$ cat config.mk
export PLATFORM = sky130hd
export DESIGN_NAME = reduce_nway_seq
export DESIGN_NICKNAME = d
export VERILOG_FILES = /design/src/rtl/reduce_pkg.sv /design/src/rtl/reduce_lane.sv /design/src/rtl/reduce_nway_seq.sv
export SDC_FILE = /design/constraint.sdc
export NUM_CORES = 1
export LEC_CHECK = 0
export ABC_CLOCK_PERIOD_IN_PS = 4430
export CAP_MARGIN = 10
export CORE_ASPECT_RATIO = 0.5
export CORE_MARGIN = 2
export CORE_UTILIZATION = 35
export CTS_BUF_LIST = sky130_fd_sc_hd__clkbuf_8 sky130_fd_sc_hd__clkbuf_16
export DETAILED_ROUTE_END_ITERATION = 12
export PLACE_DENSITY = 0.56
export SYNTH_ARGS = -nofsm -noshare
export SYNTH_HDL_FRONTEND = slang
export SYNTH_SLANG_ARGS = --single-unit
$ cat constraint.sdc
create_clock -name clk -period 4.43 [get_ports clk]
set_input_delay 0.443 -clock clk [delete_from_list [all_inputs] [get_ports clk]]
set_output_delay 0.443 -clock clk [all_outputs]
set_load 0.005 [all_outputs]
$ cat src/rtl/reduce_pkg.sv
// Shared types and helpers for the sequential N-way reduction unit.
package reduce_pkg;

  typedef enum logic [1:0] {
    MODE_OR  = 2'b00,
    MODE_AND = 2'b01,
    MODE_XOR = 2'b10,
    MODE_NOR = 2'b11
  } mode_e;

  typedef enum logic [1:0] {
    IDLE = 2'b00,
    RUN  = 2'b01,
    DONE = 2'b10
  } state_e;

  // Starting accumulator value: AND folds from 1, the others from 0.
  function automatic logic identity(input mode_e m);
    return (m == MODE_AND);
  endfunction

  // Result can no longer change once OR/NOR has seen a 1 or AND has seen a 0.
  function automatic logic decided(input mode_e m, input logic acc);
    logic d;
    case (m)
      MODE_OR, MODE_NOR: d = acc;
      MODE_AND:          d = ~acc;
      default:           d = 1'b0;
    endcase
    return d;
  endfunction

endpackage

$ cat src/rtl/reduce_lane.sv
// Folds one LANES-bit slice into the running accumulator bit.
module reduce_lane
  import reduce_pkg::*;
#(
  parameter int unsigned LANES = 4
) (
  input  mode_e              mode,
  input  logic [LANES-1:0]   slice,
  input  logic               acc_in,
  output logic               acc_c
);

  // NOR accumulates as OR; the inversion happens when the result is stored.
  always_comb begin
    acc_c = acc_in;
    case (mode)
      MODE_AND: acc_c = acc_in & (&slice);
      MODE_XOR: acc_c = acc_in ^ (^slice);
      default:  acc_c = acc_in | (|slice);
    endcase
  end

endmodule

$ cat src/rtl/reduce_nway_seq.sv
// Sequential WIDTH-bit OR/AND/XOR/NOR reduction, LANES bits per clock,
// with optional early termination once the result is decided.
module reduce_nway_seq
  import reduce_pkg::*;
#(
  parameter int unsigned WIDTH      = 16,
  parameter int unsigned LANES      = 4,
  parameter bit          EARLY_EXIT = 1'b0
) (
  input  logic             clk,
  input  logic             rst_n,
  input  logic             start,
  input  logic [1:0]       mode,
  input  logic [WIDTH-1:0] in,
  output logic             ready,
  output logic             busy,
  output logic             done,
  output logic             out
);

  localparam int unsigned STEPS = WIDTH / LANES;
  localparam int unsigned CW    = $clog2(STEPS + 1);

  if ((WIDTH % LANES) != 0 || WIDTH < 2 || LANES < 1) begin : g_bad_params
    $error("reduce_nway_seq: WIDTH must be >= 2 and a multiple of LANES");
  end

  state_e           state_q, state_d;
  mode_e            mode_q, mode_d;
  logic             acc_q, acc_d;
  logic [WIDTH-1:0] sh_q, sh_d;
  logic [CW-1:0]    cnt_q, cnt_d;
  logic             out_q, out_d;
  logic             done_q, done_d;
  logic             busy_q, busy_d;
  logic             ready_q, ready_d;

  logic             acc_step;
  logic             accept;
  logic             last_step;

  reduce_lane #(.LANES(LANES)) u_lane (
    .mode   (mode_q),
    .slice  (sh_q[LANES-1:0]),
    .acc_in (acc_q),
    .acc_c  (acc_step)
  );

  assign accept    = start && (state_q != RUN);
  assign last_step = (cnt_q == CW'(1)) || (EARLY_EXIT && decided(mode_q, acc_step));

  always_ff @(posedge clk or negedge rst_n) begin
    if (!rst_n) state_q <= IDLE;
    else        state_q <= state_d;
  end

  // Next state plus the operand/accumulator datapath.
  always_comb begin
    state_d = state_q;
    mode_d  = mode_q;
    acc_d   = acc_q;
    sh_d    = sh_q;
    cnt_d   = cnt_q;
    case (state_q)
      IDLE:    if (start) state_d = RUN;
      RUN:     if (last_step) state_d = DONE;
      DONE:    state_d = start ? RUN : IDLE;
      default: state_d = IDLE;
    endcase
    if (accept) begin
      mode_d = mode_e'(mode);
      acc_d  = identity(mode_e'(mode));
      sh_d   = in;
      cnt_d  = CW'(STEPS);
    end else if (state_q == RUN) begin
      acc_d  = acc_step;
      sh_d   = sh_q >> LANES;
      cnt_d  = cnt_q - CW'(1);
    end
  end

  // Registered outputs decoded from the upcoming state.
  always_comb begin
    out_d   = out_q;
    done_d  = (state_d == DONE);
    busy_d  = (state_d == RUN);
    ready_d = (state_d != RUN);
    if (state_q == RUN && last_step) begin
      out_d = (mode_q == MODE_NOR) ? ~acc_step : acc_step;
    end
  end

  always_ff @(posedge clk or negedge rst_n) begin
    if (!rst_n) begin
      mode_q  <= MODE_OR;
      acc_q   <= 1'b0;
      sh_q    <= '0;
      cnt_q   <= '0;
      out_q   <= 1'b0;
      done_q  <= 1'b0;
      busy_q  <= 1'b0;
      ready_q <= 1'b1;
    end else begin
      mode_q  <= mode_d;
      acc_q   <= acc_d;
      sh_q    <= sh_d;
      cnt_q   <= cnt_d;
      out_q   <= out_d;
      done_q  <= done_d;
      busy_q  <= busy_d;
      ready_q <= ready_d;
    end
  end

  assign out   = out_q;
  assign done  = done_q;
  assign busy  = busy_q;
  assign ready = ready_q;

endmodule
==> metrics.md <==
| Metric | Value |
|---|---|
| Clock slew seen by the registers of the worst setup and hold paths | 0.09 ns |
| Number of global-route vias before repair | 826 |
| Top cells by count, synth | 27 x dfrtp_1, 17 x o21ai_0, 16 x mux2i_1, 16 x nand2_1, 11 x inv_1 |
| Non-Filler Instances | ~200 |
| Hold Fails Final Rpt | 0 |
| Num CTS Buffers | 3 |
| FMAX | 477 MHz |
| Setup crit end kind | flop |
| Nets@finish | 183 |
| Synth Instances | 129 |
| Post-synth top area share | 0.496 |
| Count leader, synth | dfrtp_1 |
| Total Routing Usage GR | 0.111 |
| Unique cell type count in the Yosys netlist | 21 |
| Synth Cell Area | roughly 0.0014 mm2 |
| Hold crit path type | reg2reg |
| Worst Path Max Fanout | 20 |
| Largest net degree at the start of global routing | 34 |
| Yosys reg bits | 28 |
| Final Cell Area | roughly 0.0017 mm2 |
| Max layer used | met3 |
| Placed cell areas | 0.00165 mm2 |
| N_diodes | 0 |
| Clock Latency Late Sink | 0.27 ns |
| Hold Worst Slack | 0.481 ns |
| Final period util | 0.473 |
| # resized after CTS | 0 |
| WL met2 | 1.02 mm |
| CTS root buf | clkbuf_8 |
| Routed vias/inst | 4.46 |
| Clock Tree Buf Depth | 2 |
| Initial antenna violation count | 0 |
| DRC | 0 |
| Leakage | 0.000815 uW |
| GPL Wtd Cong | 0.719 |
| Post-CTS Setup Repair Bufs | 0 |
| Proportion of layout cells with a drive suffix above 1 | 0.0658 |
| Worst vdd ir | roughly 170 uV |
| DR pass1 iterations | 4 |
| Arrival time at the worst endpoint | 2.20 ns |
| Port buffer count | 24 |
| Die width | a little over 90 um |
| Inst Count DP | 199 |
| Grt ovf | 0 |
| Area of the core | between 0.003 and 0.004 mm2 |
| Status | finished clean |
| Synth async-reset ratio | 1.00 |
| Layout area overhead | 24.5% |
| Initial Utilization | 0.380 |
| Routed WL | 2.25 mm |
| Clk sinks | 28 |
| Detailed-route wire length per cell | ~11 um |
| RSZ-0062 raised after global routing | false |
| Die area | 0.00443 mm2 |
| Synth Area per Inst | 10.6 um2 |
| Final number of setup-violating endpoints | 0 |
| Kind of critical path | in2reg |
| DRT iter0 DRCs | 26 |
| Fin crit period | between 2 and 2.5 ns |
| Syn_nets | 159 |
| Layout Skew | ~0.0018 ns |
| Met3 Wirelength | 73 um |
| Hold-fix buffers at CTS | 0 |
| Yosys warning count | 0 |
| CTS tree | done |
| Top_reg_cell synth | dfrtp_1 |
| Via count | 905 |
| I/O pins | 25 |
| Pwr dens | 570 mW/mm2 |
| Slew headroom | 0.234 |
| WL met1 | 1.16 mm |
| Largest cells by area after synthesis | dfrtp_1 50%, mux2i_1 12%, ha_1 8.3% |
| Sequential element share of the synthesized area | 0.516 |
| H-tree depth | 1 |
| Setup TNS | 0 ns |
| Final HPWL DP | 1.55 mm |
| First-pass GRT wire length | 3.84 mm |
| Final slew viol count | 0 |
| Slew @ Worst Pin | 1.14 ns |
| Startpoint types | input port |
| Synth area leader | dfrtp_1 |
| Post-synth EDFFs | 0 |
| Antenna viol nets, final | 0 |
| Die height | just under 50 um |
| Data required time of the worst path | 4.54 ns |
| Row count | 15 |
| Max_cap viols | 0 |
cell families after synthesis:
kind of cell / count (synthesis) / share of synthesized area
and+or+nand+nor: 32 / 0.101
DFF: 28 / 0.516
AOI/OAI and AO/OA: 23 / 0.0919
muxes: 19 / 0.142
buffers and inverters: 17 / 0.0487
adders and majority gates: 9 / 0.0827
xor gates and xnor gates: 1 / 0.0175
state kept, by name, summed over array words and instances, names as in the netlist:
name / flops
acc_q: 1
busy: 1
cnt_q: 3
done: 1
mode_q: 2
out: 1
ready: 1
sh_q: 16
state_q: 2
where the power goes:
part / switching, uW / internal [uW] / leakage [uW]
Combinational: 193 / 204 / 0.000437
Sequential: 65.9 / 367 / 0.000351
Clock: 74.9 / 62.1 / 0.0000269
worst max-delay path: stages:
cell             delay [ns]
clkdlybuf4s50_1        1.22
inv_1                  0.25
a21oi_1                0.20
o22ai_1                0.09
layout make-up:
class / instances / area, um2
flip-flops and latches: 28 / 702
repair buffers: 25 / 248
inverters: 11 / 41.3
fillers: 335 / 1890
well taps: 51 / 63.8
clock inverters: 1 / 3.75
clock buffers: 3 / 41.3
multi-input cells: 84 / 596
routing by layer:
layer	track usage	vias to the layer above
met5	0	-
met4	0.0328	0
met3	0.0325	0
met2	0.175	13
met1	0.155	419
li1	-	473
placed cells by master (no fill, tap or decap), drive strengths merged, types with 2 or more instances in the layout:
| master | count |
|---|---|
| inv | 12 |
| nor2 | 9 |
| nand3 | 2 |
| mux2 | 3 |
| clkdlybuf4s50 | 24 |
| clkbuf | 3 |
| o21ai | 17 |
| ha | 9 |
| a21oi | 2 |
| dfrtp | 27 |
| nand2 | 16 |
| mux2i | 16 |
| nand2b | 2 |
| a31oi | 2 |
stage by stage:
stage	total power (uW)	setup WS (ns)	util
after floorplan	722	2.82	-
after global placement	831	2.09	0.460
after detailed placement	841	2.02	0.460
after CTS	984	2.33	0.473
after global routing	1060	2.17	0.473
final	967	2.33	0.473
path summary, 6_finish.rpt:
path	endpoint	startpoint	cells after the start	slack, ns
hold reg to reg	cnt_q[2]$_DFFE_PN0P_	cnt_q[2]$_DFFE_PN0P_	1	0.48
setup reg to reg	cnt_q[2]$_DFFE_PN0P_	state_q[0]$_DFF_PN0_	4	2.41
max in group asynchronous	ready$_DFF_PN1_	rst_n	2	3.59
min in group asynchronous	sh_q[8]$_DFFE_PN0P_	rst_n	2	0.54
hold / removal	cnt_q[2]$_DFFE_PN0P_	cnt_q[2]$_DFFE_PN0P_	1	0.48
setup / recovery	acc_q$_DFFE_PN0P_	start	4	2.33
Note: power is estimated with default switching activity, not from simulation.
